[config.mk]
export PLATFORM = sky130hd
export DESIGN_NAME = cache_control_nway
export DESIGN_NICKNAME = d
export VERILOG_FILES = /design/src/rtl/cache_types_pkg.sv /design/src/rtl/plru_tree.sv /design/src/rtl/cache_control_nway.sv
export SDC_FILE = /design/constraint.sdc
export NUM_CORES = 1
export LEC_CHECK = 0
export BUFFER_PORTS_ARGS = -buffer_cell sky130_fd_sc_hd__buf_4
export CELL_PAD_IN_SITES_DETAIL_PLACEMENT = 0
export CELL_PAD_IN_SITES_GLOBAL_PLACEMENT = 1
export CORE_UTILIZATION = 42
export CTS_CLUSTER_SIZE = 14
export DETAILED_ROUTE_END_ITERATION = 16
export PLACE_DENSITY = 0.9
export SLEW_MARGIN = 10
export SYNTH_ARGS = -nofsm -noshare
export SYNTH_HDL_FRONTEND = slang
export SYNTH_SLANG_ARGS = --single-unit
[constraint.sdc]
create_clock -name clk -period 2.2 [get_ports clk]
set_input_delay 0.44 -clock clk [delete_from_list [all_inputs] [get_ports clk]]
set_output_delay 0.44 -clock clk [all_outputs]
set_load 0.05 [all_outputs]
[src/rtl/cache_types_pkg.sv]
// Shared types and encodings for the N-way cache controller.
//   cache_state_e : controller FSM states
//   PMEM_ADDR_*   : pmem_mux_sel encodings (pmem address source)
//   DATA_SRC_*    : data_src_sel encodings (array write-data source)
package cache_types_pkg;

  typedef enum logic [1:0] {
    CHECK      = 2'd0,
    WRITE_BACK = 2'd1,
    ALLOCATE   = 2'd2
  } cache_state_e;

  localparam logic PMEM_ADDR_REQ    = 1'b0;
  localparam logic PMEM_ADDR_VICTIM = 1'b1;

  localparam logic DATA_SRC_CPU  = 1'b0;
  localparam logic DATA_SRC_PMEM = 1'b1;

endpackage

[src/rtl/plru_tree.sv]
// Tree pseudo-LRU state, NUM_WAYS-1 bits per set.
//   clk, reset   : clock, asynchronous active-high reset (clears all bits)
//   set_idx      : set being looked up / updated
//   victim_way   : combinational PLRU victim of set_idx
//   upd_en       : mark upd_way of set_idx as most recently used
//   upd_way      : way being accessed
// Nodes are heap-numbered from 1 (root). A node bit of 0 points the victim
// search at the lower-index half, 1 at the upper-index half.
module plru_tree
  import cache_types_pkg::*;
#(
  parameter int NUM_WAYS  = 4,
  parameter int NUM_SETS  = 8,
  parameter int WAY_IDX_W = (NUM_WAYS > 1) ? $clog2(NUM_WAYS) : 1,
  parameter int SET_IDX_W = $clog2(NUM_SETS)
) (
  input  logic                 clk,
  input  logic                 reset,
  input  logic [SET_IDX_W-1:0] set_idx,
  output logic [WAY_IDX_W-1:0] victim_way,
  input  logic                 upd_en,
  input  logic [WAY_IDX_W-1:0] upd_way
);

  localparam int LEVELS = $clog2(NUM_WAYS);

  if (NUM_WAYS == 1) begin : g_single
    logic unused_inputs;
    assign unused_inputs = ^{clk, reset, set_idx, upd_en, upd_way};
    assign victim_way    = '0;
  end else begin : g_tree
    logic [NUM_WAYS-1:1] tree_q [NUM_SETS];
    logic [NUM_WAYS-1:1] cur_bits;
    logic [WAY_IDX_W-1:0] upd_node [LEVELS];
    logic                 upd_dir  [LEVELS];

    assign cur_bits = tree_q[set_idx];

    // Walk from the root; the chosen directions spell out the victim index.
    always_comb begin : victim_walk
      logic [WAY_IDX_W-1:0] node;
      logic [WAY_IDX_W-1:0] path;
      node = '0;
      path = '0;
      for (int l = 0; l < LEVELS; l++) begin
        node = WAY_IDX_W'(1 << l) | path;
        path = (path << 1) | WAY_IDX_W'(cur_bits[node]);
      end
      victim_way = path;
    end

    // Node on level l of the accessed way's path is 1 followed by the top
    // l bits of the way; the next way bit says which child was used.
    always_comb begin : upd_path
      logic [WAY_IDX_W-1:0] dir_bits;
      dir_bits = '0;
      for (int l = 0; l < LEVELS; l++) begin
        upd_node[l] = WAY_IDX_W'(1 << l) | WAY_IDX_W'(upd_way >> (LEVELS - l));
        dir_bits    = upd_way >> (LEVELS - 1 - l);
        upd_dir[l]  = dir_bits[0];
      end
    end

    always_ff @(posedge clk or posedge reset) begin
      if (reset) begin
        for (int s = 0; s < NUM_SETS; s++) tree_q[s] <= '0;
      end else if (upd_en) begin
        for (int l = 0; l < LEVELS; l++) tree_q[set_idx][upd_node[l]] <= ~upd_dir[l];
      end
    end
  end

endmodule

[src/rtl/cache_control_nway.sv]
// Control FSM for an N-way set-associative write-back, write-allocate cache.
//   clk, reset            : clock, asynchronous active-high reset
//   mem_read/mem_write    : CPU request (held until mem_resp), set_idx stable
//   hit_vec/valid_vec/dirty_vec : per-way status of the indexed set
//   pmem_resp             : physical memory transaction done
//   mem_resp              : CPU request complete (only in CHECK)
//   pmem_read/pmem_write  : line fill / line write-back
//   pmem_mux_sel          : pmem address source (request tag / victim tag)
//   way_sel               : way driving data-out and receiving loads
//   load_data/load_tag/load_valid/set_dirty/clr_dirty : array strobes
//   data_src_sel          : array write source (CPU merge / pmem line)
// All outputs are combinational from state and inputs.
module cache_control_nway
  import cache_types_pkg::*;
#(
  parameter int NUM_WAYS  = 4,
  parameter int NUM_SETS  = 8,
  parameter int WAY_IDX_W = (NUM_WAYS > 1) ? $clog2(NUM_WAYS) : 1,
  parameter int SET_IDX_W = $clog2(NUM_SETS)
) (
  input  logic                 clk,
  input  logic                 reset,
  input  logic                 mem_read,
  input  logic                 mem_write,
  input  logic [SET_IDX_W-1:0] set_idx,
  input  logic [NUM_WAYS-1:0]  hit_vec,
  input  logic [NUM_WAYS-1:0]  valid_vec,
  input  logic [NUM_WAYS-1:0]  dirty_vec,
  input  logic                 pmem_resp,
  output logic                 mem_resp,
  output logic                 pmem_read,
  output logic                 pmem_write,
  output logic                 pmem_mux_sel,
  output logic [WAY_IDX_W-1:0] way_sel,
  output logic                 load_data,
  output logic                 load_tag,
  output logic                 load_valid,
  output logic                 set_dirty,
  output logic                 clr_dirty,
  output logic                 data_src_sel
);

  cache_state_e         state_q;
  logic [WAY_IDX_W-1:0] victim_q;

  logic                 mem_req;
  logic                 hit_any;
  logic [WAY_IDX_W-1:0] hit_way;
  logic                 inv_any;
  logic [WAY_IDX_W-1:0] inv_way;
  logic [WAY_IDX_W-1:0] plru_victim;
  logic [WAY_IDX_W-1:0] victim;
  logic                 victim_dirty;
  logic                 plru_upd_en;
  logic [WAY_IDX_W-1:0] plru_upd_way;

  assign mem_req = mem_read | mem_write;

  // Lowest-index priority encoders: scan downward so the lowest set bit wins.
  always_comb begin
    hit_any = |hit_vec;
    hit_way = '0;
    for (int i = NUM_WAYS - 1; i >= 0; i--) begin
      if (hit_vec[i]) hit_way = WAY_IDX_W'(i);
    end
  end

  always_comb begin
    inv_any = ~&valid_vec;
    inv_way = '0;
    for (int i = NUM_WAYS - 1; i >= 0; i--) begin
      if (!valid_vec[i]) inv_way = WAY_IDX_W'(i);
    end
  end

  assign victim       = inv_any ? inv_way : plru_victim;
  assign victim_dirty = valid_vec[victim] & dirty_vec[victim];

  assign plru_upd_en  = ((state_q == CHECK) && mem_req && hit_any) ||
                        ((state_q == ALLOCATE) && pmem_resp);
  assign plru_upd_way = (state_q == ALLOCATE) ? victim_q : hit_way;

  plru_tree #(
    .NUM_WAYS (NUM_WAYS),
    .NUM_SETS (NUM_SETS),
    .WAY_IDX_W(WAY_IDX_W),
    .SET_IDX_W(SET_IDX_W)
  ) u_plru (
    .clk       (clk),
    .reset     (reset),
    .set_idx   (set_idx),
    .victim_way(plru_victim),
    .upd_en    (plru_upd_en),
    .upd_way   (plru_upd_way)
  );

  always_ff @(posedge clk or posedge reset) begin
    if (reset) begin
      state_q  <= CHECK;
      victim_q <= '0;
    end else begin
      case (state_q)
        CHECK: begin
          if (mem_req && !hit_any) begin
            victim_q <= victim;
            state_q  <= victim_dirty ? WRITE_BACK : ALLOCATE;
          end
        end
        // A dropped request is honoured only once the write-back finishes.
        WRITE_BACK: if (pmem_resp) state_q <= mem_req ? ALLOCATE : CHECK;
        ALLOCATE:   if (pmem_resp) state_q <= CHECK;
        default:    state_q <= CHECK;
      endcase
    end
  end

  always_comb begin
    mem_resp     = 1'b0;
    pmem_read    = 1'b0;
    pmem_write   = 1'b0;
    pmem_mux_sel = PMEM_ADDR_REQ;
    way_sel      = '0;
    load_data    = 1'b0;
    load_tag     = 1'b0;
    load_valid   = 1'b0;
    set_dirty    = 1'b0;
    clr_dirty    = 1'b0;
    data_src_sel = DATA_SRC_CPU;
    case (state_q)
      CHECK: begin
        if (mem_req && hit_any) begin
          mem_resp = 1'b1;
          way_sel  = hit_way;
          if (mem_write) begin
            load_data = 1'b1;
            set_dirty = 1'b1;
          end
        end
      end
      WRITE_BACK: begin
        pmem_write   = 1'b1;
        pmem_mux_sel = PMEM_ADDR_VICTIM;
        way_sel      = victim_q;
      end
      ALLOCATE: begin
        pmem_read = 1'b1;
        way_sel   = victim_q;
        if (pmem_resp) begin
          load_data    = 1'b1;
          load_tag     = 1'b1;
          load_valid   = 1'b1;
          clr_dirty    = 1'b1;
          data_src_sel = DATA_SRC_PMEM;
        end
      end
      default: ;
    endcase
  end

endmodule

; ---- Yosys cells after proc, flatten, opt, wreduce, memory -nomap -nowiden
; Cells that the tools add are included.
[classes]
eq_ne = 5
mux = 45
bitwise = 6
order_cmp = 6
reduce_logical = 15
[op_table]
columns = op, n
row1 = bitwise mux 24 bit, 2
row2 = 2-to-1 mux 2 bit, 16
row3 = demux 3 bit (select 3 bit), 2
row4 = 2-to-1 mux 1 bit, 15
row5 = binary-select mux 3 bit (select 3 bit), 1
row6 = "less-than comparator 2 x 3 -> 1 bit, second input constant", 3
row7 = 2-to-1 mux 3 bit, 3
row8 = logical AND 1 bit, 7
row9 = one-hot mux 2 bit (3 select lines), 1
row10 = binary-select mux 1 bit (select 2 bit), 2
row11 = "greater-or-equal comparator 4 bit, second input constant", 1
row12 = "less-than comparator 4 x 1 -> 1 bit, second input constant", 1
row13 = "inequality test 2 bit, second input constant", 2
row14 = NOT 3 -> 4 bit, 1
row15 = one-hot mux 2 bit (2 select lines), 1
row16 = AND reduction 4 bit, 1
row17 = OR reduction 4 bit, 1
row18 = AND reduction 3 bit, 1
row19 = "equality test 2 x 1 -> 1 bit, second input constant", 1
row20 = "equality test 2 bit, second input constant", 1
row21 = "greater-or-equal comparator 2 x 1 -> 1 bit, second input constant", 1
row22 = zero test 2 bit, 1
row23 = "inequality test 2 x 1 -> 1 bit, second input constant", 1
row24 = NOT 1 bit, 2
row25 = 9 further kinds, 9
[totals]
register_bits = 28
in_bits = 20
elab_cells = 87

; ---- Depth between registers and ports, before layout
; Gate-level depths: netlist of the first run.
[depth]
depth_word = 14
mapped_depth = 8
depth_no_buf = 8

; ---- By module
; From an unflattened synthesis of the first run, not the netlist that was laid out.
[hier_totals]
cells_unflattened = 184
area_unflattened_um2 = 1808.0
[by_module_without_submodules]
columns = module, cells_per_inst, seq_area_each_um2, area_each_um2, n_inst
row1 = plru_tree, 113, 600.6, 1273.7, 1
row2 = cache_control_nway, 71, 100.1, 534.3, 1

; ---- Least setup slack after synthesis of the first run
; OpenSTA, ideal clock, no wires.
[synth_path]
path_type = register -> output
startpoint = register state_q[0]
endpoint = output port load_data
path_stages_with_launch = 6
required_time_ns = 1.760
setup_slack_ns = -0.149
arrival_time_ns = 1.909
n_path_buf = 0
cell_sequence = dfrtp_1 > inv_1 > ha_1 > nand2_1 > inv_1 > or2_2
[synth_between]
elab_chain_len = 2
elab_cells_between_ends = 3
classes_between = eq/ne (1) / mux (1) / reduce/logical (1)
[synth_rtl]
columns = item, line_no
row1 = "start, declared", cache_control_nway.sv:43  ; cache_state_e state_q;
row2 = "start signal, assigned", cache_control_nway.sv:106  ; state_q <= victim_dirty ? WRITE_BACK : ALLOCATE;
row3 = "start signal, assigned", cache_control_nway.sv:110  ; WRITE_BACK: if (pmem_resp) state_q <= mem_req ? ALLOCATE : CHECK;
row4 = equality test 2 bit or zero test 2 bit (tied branches), cache_control_nway.sv:129  ; case (state_q)
row5 = one-hot mux 1 bit (2 select lines) (*), cache_control_nway.sv:129
row6 = "end, declared", cache_control_nway.sv:35  ; output logic load_data,
; Mark *: on every way between the ends. The rest lies on a longest branch, timed or not.

; ---- Final worst setup path of the first run
; Same ends and word-level chain as after synthesis.

==> results of run 1 <==
-- power by group through the flow --
stage | Sequential [mW] | Combinational (mW) | Clock (mW)
2_1_floorplan | 0.839 | 0.678 | 0
3_3_place_gp | 0.879 | 0.862 | 0
3_5_place_dp | 0.890 | 0.880 | 0
4_1_cts | 0.878 | 0.884 | 0.324
5_1_grt | 0.913 | 0.993 | 0.344
6_report | 0.880 | 0.906 | 0.313
-- registers in the layout (all words and copies together), names as in the netlist --
| name | cells |
|---|---|
| state_q | 2 |
| victim_q | 2 |
| u_plru.g_tree.tree_q | 24 |
-- per-layer routing --
metal,wire (µm),share of wire (%)
met3,172,4.7
met2,1830,50
met4,8,0.22
met5,0,0
met1,1652,45
-- repair_timing --
action / in CTS / in global routing
setup buffers: 0 / 1
setup endpoints to repair: 0 / 24
hold buffers: 0 / 0
gates resized for setup: 0 / 9
-- placed cells by master (no fill, tap or decap), drive strengths merged, types with 3 or more instances in the layout --
cell type / n
ha: 4
mux2: 18
nor2: 20
or2: 3
clkbuf: 4
o21ai: 21
mux2i: 9
nand2: 13
buf: 40
inv: 9
nor3: 4
a21oi: 5
dfrtp: 28
nand3: 7
-- kinds of logic after synthesis --
family	Yosys count	synth area share (%)
DFF	28	41.21
adders and majority gates	4	2.943
buffers and inverters	19	6.474
and+or+nand+nor	57	15.75
muxes	29	20.31
AOI/OAI and AO/OA	37	13.32
-- worst max-delay path: stages (launching register included) --
cell,delay (ns)
sky130_fd_sc_hd__dfrtp_1,0.42
sky130_fd_sc_hd__inv_2,0.08
sky130_fd_sc_hd__ha_2,0.25
sky130_fd_sc_hd__nand2_1,0.12
sky130_fd_sc_hd__inv_1,0.09
sky130_fd_sc_hd__or2_2,0.29
sky130_fd_sc_hd__buf_4,0.19
-- metrics by stage --
step / TNS, ns / total power, mW / setup slack (ns) / hold slack [ns] / instance area (µm²)
finish: 0 / 2.099 / 0.05024 / 0.2259 / 2079
global route: -0.03356 / 2.249 / -0.02512 / 0.2621 / 2079
CTS: 0 / 2.085 / 0.002871 / 0.2398 / 2034
detailed placement: 0 / 1.770 / 0.01432 / 0.4985 / 1979
global placement: -0.01054 / 1.741 / -0.01054 / 0.4846 / 1979
floorplan: 0 / 1.517 / 0.04904 / 0.4635 / 1703
-- layout make-up --
cell class	count	area (µm²)
multi-input combinational	127	929.6
tap	48	60.06
inverter	9	33.78
fill	352	1692
sequential	28	700.7
clock buffer	4	55.05
timing repair buffer	40	300.3
-- how the worst min path moves through the flow --
| stage | slack (ns) | depth (start not counted) | end | startpoint |
|---|---|---|---|---|
| 2_1_floorplan | 0.46 | 1 | u_plru.g_tree.tree_q[20]$_DFFE_PP0P_ | u_plru.g_tree.tree_q[20]$_DFFE_PP0P_ |
| 3_3_place_gp | 0.48 | 2 | u_plru.g_tree.tree_q[21]$_DFFE_PP0P_ | u_plru.g_tree.tree_q[21]$_DFFE_PP0P_ |
| 3_5_place_dp | 0.50 | 1 | u_plru.g_tree.tree_q[16]$_DFFE_PP0P_ | u_plru.g_tree.tree_q[16]$_DFFE_PP0P_ |
| 4_1_cts | 0.24 | 3 | u_plru.g_tree.tree_q[2]$_DFFE_PP0P_ | reset |
| 5_1_grt | 0.26 | 3 | u_plru.g_tree.tree_q[22]$_DFFE_PP0P_ | reset |
| 6_report | 0.23 | 3 | u_plru.g_tree.tree_q[1]$_DFFE_PP0P_ | reset |
==> results.rst, run 1 <==
.. list-table::
   :header-rows: 1

   * - Metric
     - Value
   * - Run status
     - finished, final reports clean
   * - Die H
     - 65.63 µm
   * - DRC viols
     - 0
   * - CTS tree
     - built
   * - Leading post-synthesis cells by instance count
     - sky130_fd_sc_hd__dfrtp_1, sky130_fd_sc_hd__nor2_1, sky130_fd_sc_hd__o21ai_0
   * - Slack of the worst reg-to-reg path
     - 0.15 ns
   * - Share of the core filled with cells
     - 55.14%
   * - Final std cells w/o fill
     - 256
   * - Number of antenna violations at the first check in global routing
     - 0
   * - Core outline area
     - 3771 µm²
   * - Die W
     - 65.63 µm
   * - Final max-slew violation count
     - 0
   * - Max Buffers Root-to-Sink
     - 2
   * - Grt ovf
     - 0
   * - Antenna-violating nets left
     - 0
   * - Number of enable-type register cells in the synthesized netlist
     - 0
   * - Cell types occupying the most area after synthesis
     - sky130_fd_sc_hd__dfrtp_1, sky130_fd_sc_hd__mux2_2, sky130_fd_sc_hd__o21ai_0
   * - Required time reported for the critical path endpoint
     - 1.76 ns
   * - CTS Sinks
     - 28
   * - Count of distinct cell types in the synthesized netlist
     - 41
   * - Met3 routing resource usage after global routing
     - 2.604%
   * - Count of yosys warnings during synthesis
     - 0
   * - Via count of the first global-routing pass
     - 1,365
   * - Synth-to-layout area growth
     - 22.30%
   * - Slew of the pin with the lowest slew margin
     - 0.7578 ns
   * - Primary flip-flop cell chosen by synthesis mapping
     - sky130_fd_sc_hd__dfrtp_1
   * - Sequential share of the synthesized area
     - 41.21%
   * - Part of the cycle the worst path needs
     - 97.72%
   * - Post-synthesis net count
     - 198
   * - Number of antenna cells inserted
     - 0
   * - Startpoint Class
     - flop
   * - Final clock skew
     - 0.004147 ns
   * - Floorplan row count
     - 22
   * - Fraction of registers with async set/reset
     - 100.0%
   * - Clock network power share
     - 14.9%
   * - Worst setup path endpoint
     - load_data
   * - Biggest area consumer among synthesized cells
     - sky130_fd_sc_hd__dfrtp_1
   * - Final critical delay including setup and external delays
     - 2.150 ns
   * - First-pass GRT wire length
     - 6161 µm
   * - Endpoint type of the worst setup path
     - output port
   * - Highest-utilization routing layer at the global route stage
     - met2
   * - Routed via count divided by cell count
     - 5.402
   * - Area share of the largest cell type after synthesis
     - 41.21%
   * - Root buffer selected by CTS
     - sky130_fd_sc_hd__clkbuf_8
   * - Achievable Freq
     - 0.4652 GHz
   * - Instance count of the mapped netlist
     - 174
   * - Number of buffers created by CTS
     - 3
   * - Number of nets in the layout
     - 233
   * - Routing usage on met2
     - 33.04%
   * - Number of placed instances with taps included
     - 251
   * - Share of final-layout standard cells stronger than drive strength 1
     - 36.54%
   * - Mean instance size in the synthesized netlist
     - 9.772 µm²
   * - H-tree levels
     - 1
   * - Detailed Route WL
     - 3663 µm
   * - Sequential fraction of design power
     - 41.9%
   * - Total die area
     - 4307 µm²
   * - Critical Setup Path Class
     - flop to output port
   * - Gr usage total
     - 18.35%
   * - Total net switching power
     - 761.9 µW
   * - Clock latency on the worst-skew pair
     - 0.27 ns
   * - Number of search-and-repair iterations in the first detailed-routing pass
     - 4
   * - Post-DR wirelength/cell
     - 14.31 µm
   * - Clock transition at the registers of the reported paths
     - 0.09 ns
   * - # Max-Cap Violations
     - 0
   * - Length in cells of the worst reg-to-reg path
     - 8
   * - R2R Path Start
     - state_q[0]$_DFFE_PP0P_
   * - Critical Path AT
     - 1.71 ns
   * - Via count
     - 1,383
   * - Initial Util
     - 45.09%
   * - Standby leakage power
     - 0.9212 nW
   * - HPWL after DPL
     - 2785 µm
   * - Largest net degree at the start of global routing
     - 29
   * - Post-synthesis sequential element count
     - 28
   * - Switching part of the total power
     - 36.30%
   * - Number of port buffers
     - 31
   * - Mapped cell area
     - 1700 µm²
   * - Portion of total power attributed to combinational logic
     - 43.2%
   * - Power Dens Cells
     - 1009 nW/µm²
   * - Routability congestion estimate
     - 0.7996
   * - Final setup viols
     - 0
   * - Max transition margin
     - 48.48%
   * - Internal Power
     - 1.337 mW
   * - Count of final hold-check violations
     - 0
   * - Start point of the critical path
     - state_q[0]$_DFFE_PP0P_
   * - Library cell with the highest instance count after synthesis
     - sky130_fd_sc_hd__dfrtp_1
   * - Type of the tightest min-delay check
     - input port to asynchronous set/reset pin
   * - Global Route met1 Usage
     - 23.57%
   * - Ports placed on the boundary
     - 32
   * - First-iteration detailed-routing DRC count
     - 46
   * - Peak supply drop
     - 0.0006343 V
   * - Endpoint of the worst-slack reg-to-reg timing path
     - u_plru.g_tree.tree_q[5]$_DFFE_PP0P_
   * - Largest fanout on the critical path
     - 5
No activity file was read; power rests on OpenSTA's default activity.
==> run 2: changes to the inputs <==
==> constraint.sdc (replaced) <==
create_clock -name clk -period 2.1 [get_ports clk]
set_input_delay 0.42 -clock clk [delete_from_list [all_inputs] [get_ports clk]]
set_output_delay 0.42 -clock clk [all_outputs]
set_load 0.05 [all_outputs]
==> run 2 against run 1 <==
Compared with the run above:
- critical path depth up 1
- utilization rose by 1.6 points
- largest power group unchanged
- register-to-register slack better by 0.05 ns
==> results.rst, run 2 (same netlist as run 1, synthesis figures left out) <==
.. list-table::
   :header-rows: 1

   * - Metric
     - Value
   * - Part of the cycle the worst path needs
     - 96.54%
   * - Slowest stage delay, CP
     - 0.41 ns (was 0.42 ns)
   * - Final critical delay including setup and external delays
     - 2.027 ns
   * - Core outline area
     - 3771 µm² (unchanged)
   * - Gr usage total
     - 17.99% (was 18.35%)
   * - Critical Path AT
     - 1.61 ns (was 1.71 ns)
   * - Highest-count cells in the layout ignoring fill and taps
     - sky130_fd_sc_hd__buf_4, sky130_fd_sc_hd__dfrtp_1, sky130_fd_sc_hd__nor2_1 (was sky130_fd_sc_hd__buf_4, sky130_fd_sc_hd__dfrtp_1, sky130_fd_sc_hd__o21ai_0)
   * - Via count of the first global-routing pass
     - 1,292 (was 1,365)
   * - Clock latency on the worst-skew pair
     - 0.27 ns (about the same)
   * - Standby leakage power
     - 0.9578 nW (was 0.9212 nW)
   * - Max Buffers Root-to-Sink
     - 2 (unchanged)
   * - Floorplan row count
     - 22 (unchanged)
   * - Sequential fraction of design power
     - 40.8% (was 41.9%)
   * - Routability congestion estimate
     - 0.7916 (was 0.7996)
   * - Via count
     - 1,374 (was 1,383)
   * - Total net switching power
     - 800.2 µW (was 761.9 µW)
   * - Most common cell after layout, fill and taps aside
     - sky130_fd_sc_hd__buf_4 (unchanged)
   * - Filler cell count in the final layout
     - 341 (was 352)
   * - Switching part of the total power
     - 35.65% (was 36.30%)
   * - Flip-flop count of the largest register, all copies and words added
     - 24 (unchanged)
   * - Largest registers
     - u_plru.g_tree.tree_q x24, state_q x2, victim_q x2 (unchanged)
   * - Number of search-and-repair iterations in the first detailed-routing pass
     - 4 (unchanged)
   * - Most flops, register
     - u_plru.g_tree.tree_q (unchanged)
   * - Clock network power share
     - 14.6% (was 14.9%)
   * - Cts-stage hold buffer count
     - 0 (unchanged)
   * - Worst path buffer plus inverter count
     - 3 (unchanged)
   * - Routed via count divided by cell count
     - 5.224 (was 5.402)
   * - Number of buffers created by CTS
     - 3 (unchanged)
   * - Die H
     - 65.63 µm (unchanged)
   * - Total die area
     - 4307 µm² (unchanged)
   * - Max transition margin
     - 50.39% (was 48.48%)
   * - Detailed Route WL
     - 3584 µm (was 3663 µm)
   * - Achievable Freq
     - 0.4933 GHz
   * - Type of the tightest min-delay check
     - input port to asynchronous set/reset pin (unchanged)
   * - Peak supply drop
     - 0.0006531 V (was 0.0006343 V)
   * - Internal Power
     - 1.444 mW (was 1.337 mW)
   * - Number of port buffers
     - 31 (unchanged)
   * - Startpoint Class
     - flop (unchanged)
   * - HPWL after DPL
     - 2790 µm (was 2785 µm)
   * - Fin Hold WS
     - 0.1995 ns (was 0.2259 ns)
   * - Die W
     - 65.63 µm (unchanged)
   * - Initial Util
     - 45.09% (unchanged)
   * - Final clock skew
     - 0.004404 ns (was 0.004147 ns)
   * - Final setup viols
     - 0 (unchanged)
   * - Number of nets in the layout
     - 240 (was 233)
   * - Ports placed on the boundary
     - 32 (unchanged)
   * - Worst path slowest cell
     - sky130_fd_sc_hd__dfrtp_1 (unchanged)
   * - Worst setup slack before clock tree synthesis
     - 0.1302 ns (was 0.01432 ns)
   * - Largest net degree at the start of global routing
     - 29 (unchanged)
   * - Clock transition at the registers of the reported paths
     - 0.09 ns (about the same)
   * - Grt ovf
     - 0 (unchanged)
   * - Final max-slew violation count
     - 0 (unchanged)
   * - Endpoint type of the worst setup path
     - output port (unchanged)
   * - Slew of the pin with the lowest slew margin
     - 0.7296 ns (was 0.7578 ns)
   * - First-pass GRT wire length
     - 5954 µm (was 6161 µm)
   * - Antenna-violating nets left
     - 0 (unchanged)
   * - CTS tree
     - built (unchanged)
   * - Run status
     - finished, final reports clean (unchanged)
   * - Root buffer selected by CTS
     - sky130_fd_sc_hd__clkbuf_8 (unchanged)
   * - CTS Sinks
     - 28 (unchanged)
   * - Power Dens Cells
     - 1048 nW/µm² (was 1009 nW/µm²)
   * - H-tree levels
     - 1 (unchanged)
   * - DRC viols
     - 0 (unchanged)
   * - Cell-by-cell listing of the critical path
     - inv_2 > ha_1 > buf_4 > nor2b_2 > a22oi_1 > nor2_1 > buf_6 (was inv_2 > ha_2 > nand2_1 > inv_1 > or2_2 > buf_4)
   * - # Max-Cap Violations
     - 0 (unchanged)
   * - Synth-to-layout area growth
     - 25.90% (was 22.30%)
   * - Share of final-layout standard cells stronger than drive strength 1
     - 39.07% (was 36.54%)
   * - First-iteration detailed-routing DRC count
     - 35 (was 46)
   * - Post-layout worst setup margin
     - 0.07275 ns (was 0.05024 ns)
   * - Largest fanout on the critical path
     - 4 (was 5)
   * - Number of antenna cells inserted
     - 0 (unchanged)
   * - Dominant delay contributor by cell family on the critical path
     - flip-flops (unchanged)
   * - Portion of total power attributed to combinational logic
     - 44.5% (was 43.2%)
   * - Number of antenna violations at the first check in global routing
     - 0 (unchanged)
   * - Count of final hold-check violations
     - 0 (unchanged)
   * - Post-DR wirelength/cell
     - 13.63 µm (was 14.31 µm)
   * - Required time reported for the critical path endpoint
     - 1.68 ns (was 1.76 ns)
   * - Critical Setup Path Class
     - flop to output port (unchanged)
==> run 2: path summary, 6_finish.rpt <==
kind	start	endpoint	slack [ns]	cells past startpoint
min in group clk	valid_vec[0]	victim_q[0]$_DFFE_PP0P_	0.43	2
max in group asynchronous	reset	u_plru.g_tree.tree_q[15]$_DFFE_PP0P_	1.64	3
worst min-delay path	reset	u_plru.g_tree.tree_q[2]$_DFFE_PP0P_	0.20	3
worst max register to register	state_q[1]$_DFFE_PP0P_	u_plru.g_tree.tree_q[16]$_DFFE_PP0P_	0.20	7
worst min register to register	u_plru.g_tree.tree_q[20]$_DFFE_PP0P_	u_plru.g_tree.tree_q[20]$_DFFE_PP0P_	0.51	1
worst max-delay path	state_q[1]$_DFFE_PP0P_	way_sel[1]	0.07	7
==> run 2: area by class of cell <==
cell class	count	area [µm²]	share of cell area, %
clock buffers	4	55.05	2.572
multi-input cells	127	923.4	43.13
flip-flops and latches	28	700.7	32.73
repair buffers	47	367.9	17.18
inverters	9	33.78	1.578
well taps	48	60.06	2.805
==> run 2: worst register-to-register path, stage by stage, from the launching register on <==
cell                      delay, ns
sky130_fd_sc_hd__dfrtp_1       0.42
sky130_fd_sc_hd__buf_4         0.15
sky130_fd_sc_hd__ha_4          0.18
sky130_fd_sc_hd__mux2i_2       0.29
sky130_fd_sc_hd__nand3_1       0.13
sky130_fd_sc_hd__buf_4         0.18
sky130_fd_sc_hd__nor2_1        0.11
sky130_fd_sc_hd__mux2_2        0.34
==> run 2: power groups by stage <==
stage	sequential, mW	clock [mW]	combinational, mW
4_1_cts	0.914	0.335	0.975
5_1_grt	0.951	0.362	1.08
3_5_place_dp	0.925	0	0.968
3_3_place_gp	0.909	0	0.953
6_report	0.916	0.328	1.00
2_1_floorplan	0.881	0	0.718
==> run 2: repair_timing <==
action,4_1_cts,5_1_grt
gates resized for setup,1,12
buffers inserted,0,0
setup endpoints to repair,1,15
hold endpoints to repair,0,0
pin swaps,0,1
==> run 2: routing by layer <==
layer / vias up / wire (µm) / track usage, %
li1: 696 / - / -
met1: 645 / 1697 / 23.81
met2: 31 / 1736 / 30.10
met3: 2 / 128 / 2.778
met4: 0 / 21 / 5.163
met5: - / 0 / 0
==> run 2: per-stage QoR <==
stage / util, % / cells / cell area (µm²) / total power [mW] / setup TNS (ns)
floorplan: - / 174 / 1713 / 1.599 / 0
global placement: 54.35 / 259 / 2049 / 1.863 / 0
detailed placement: 54.35 / 259 / 2049 / 1.893 / 0
CTS: 55.91 / 263 / 2108 / 2.224 / 0
global route: 56.77 / 263 / 2141 / 2.396 / -0.0005967
finish: 56.77 / 263 / 2141 / 2.244 / 0
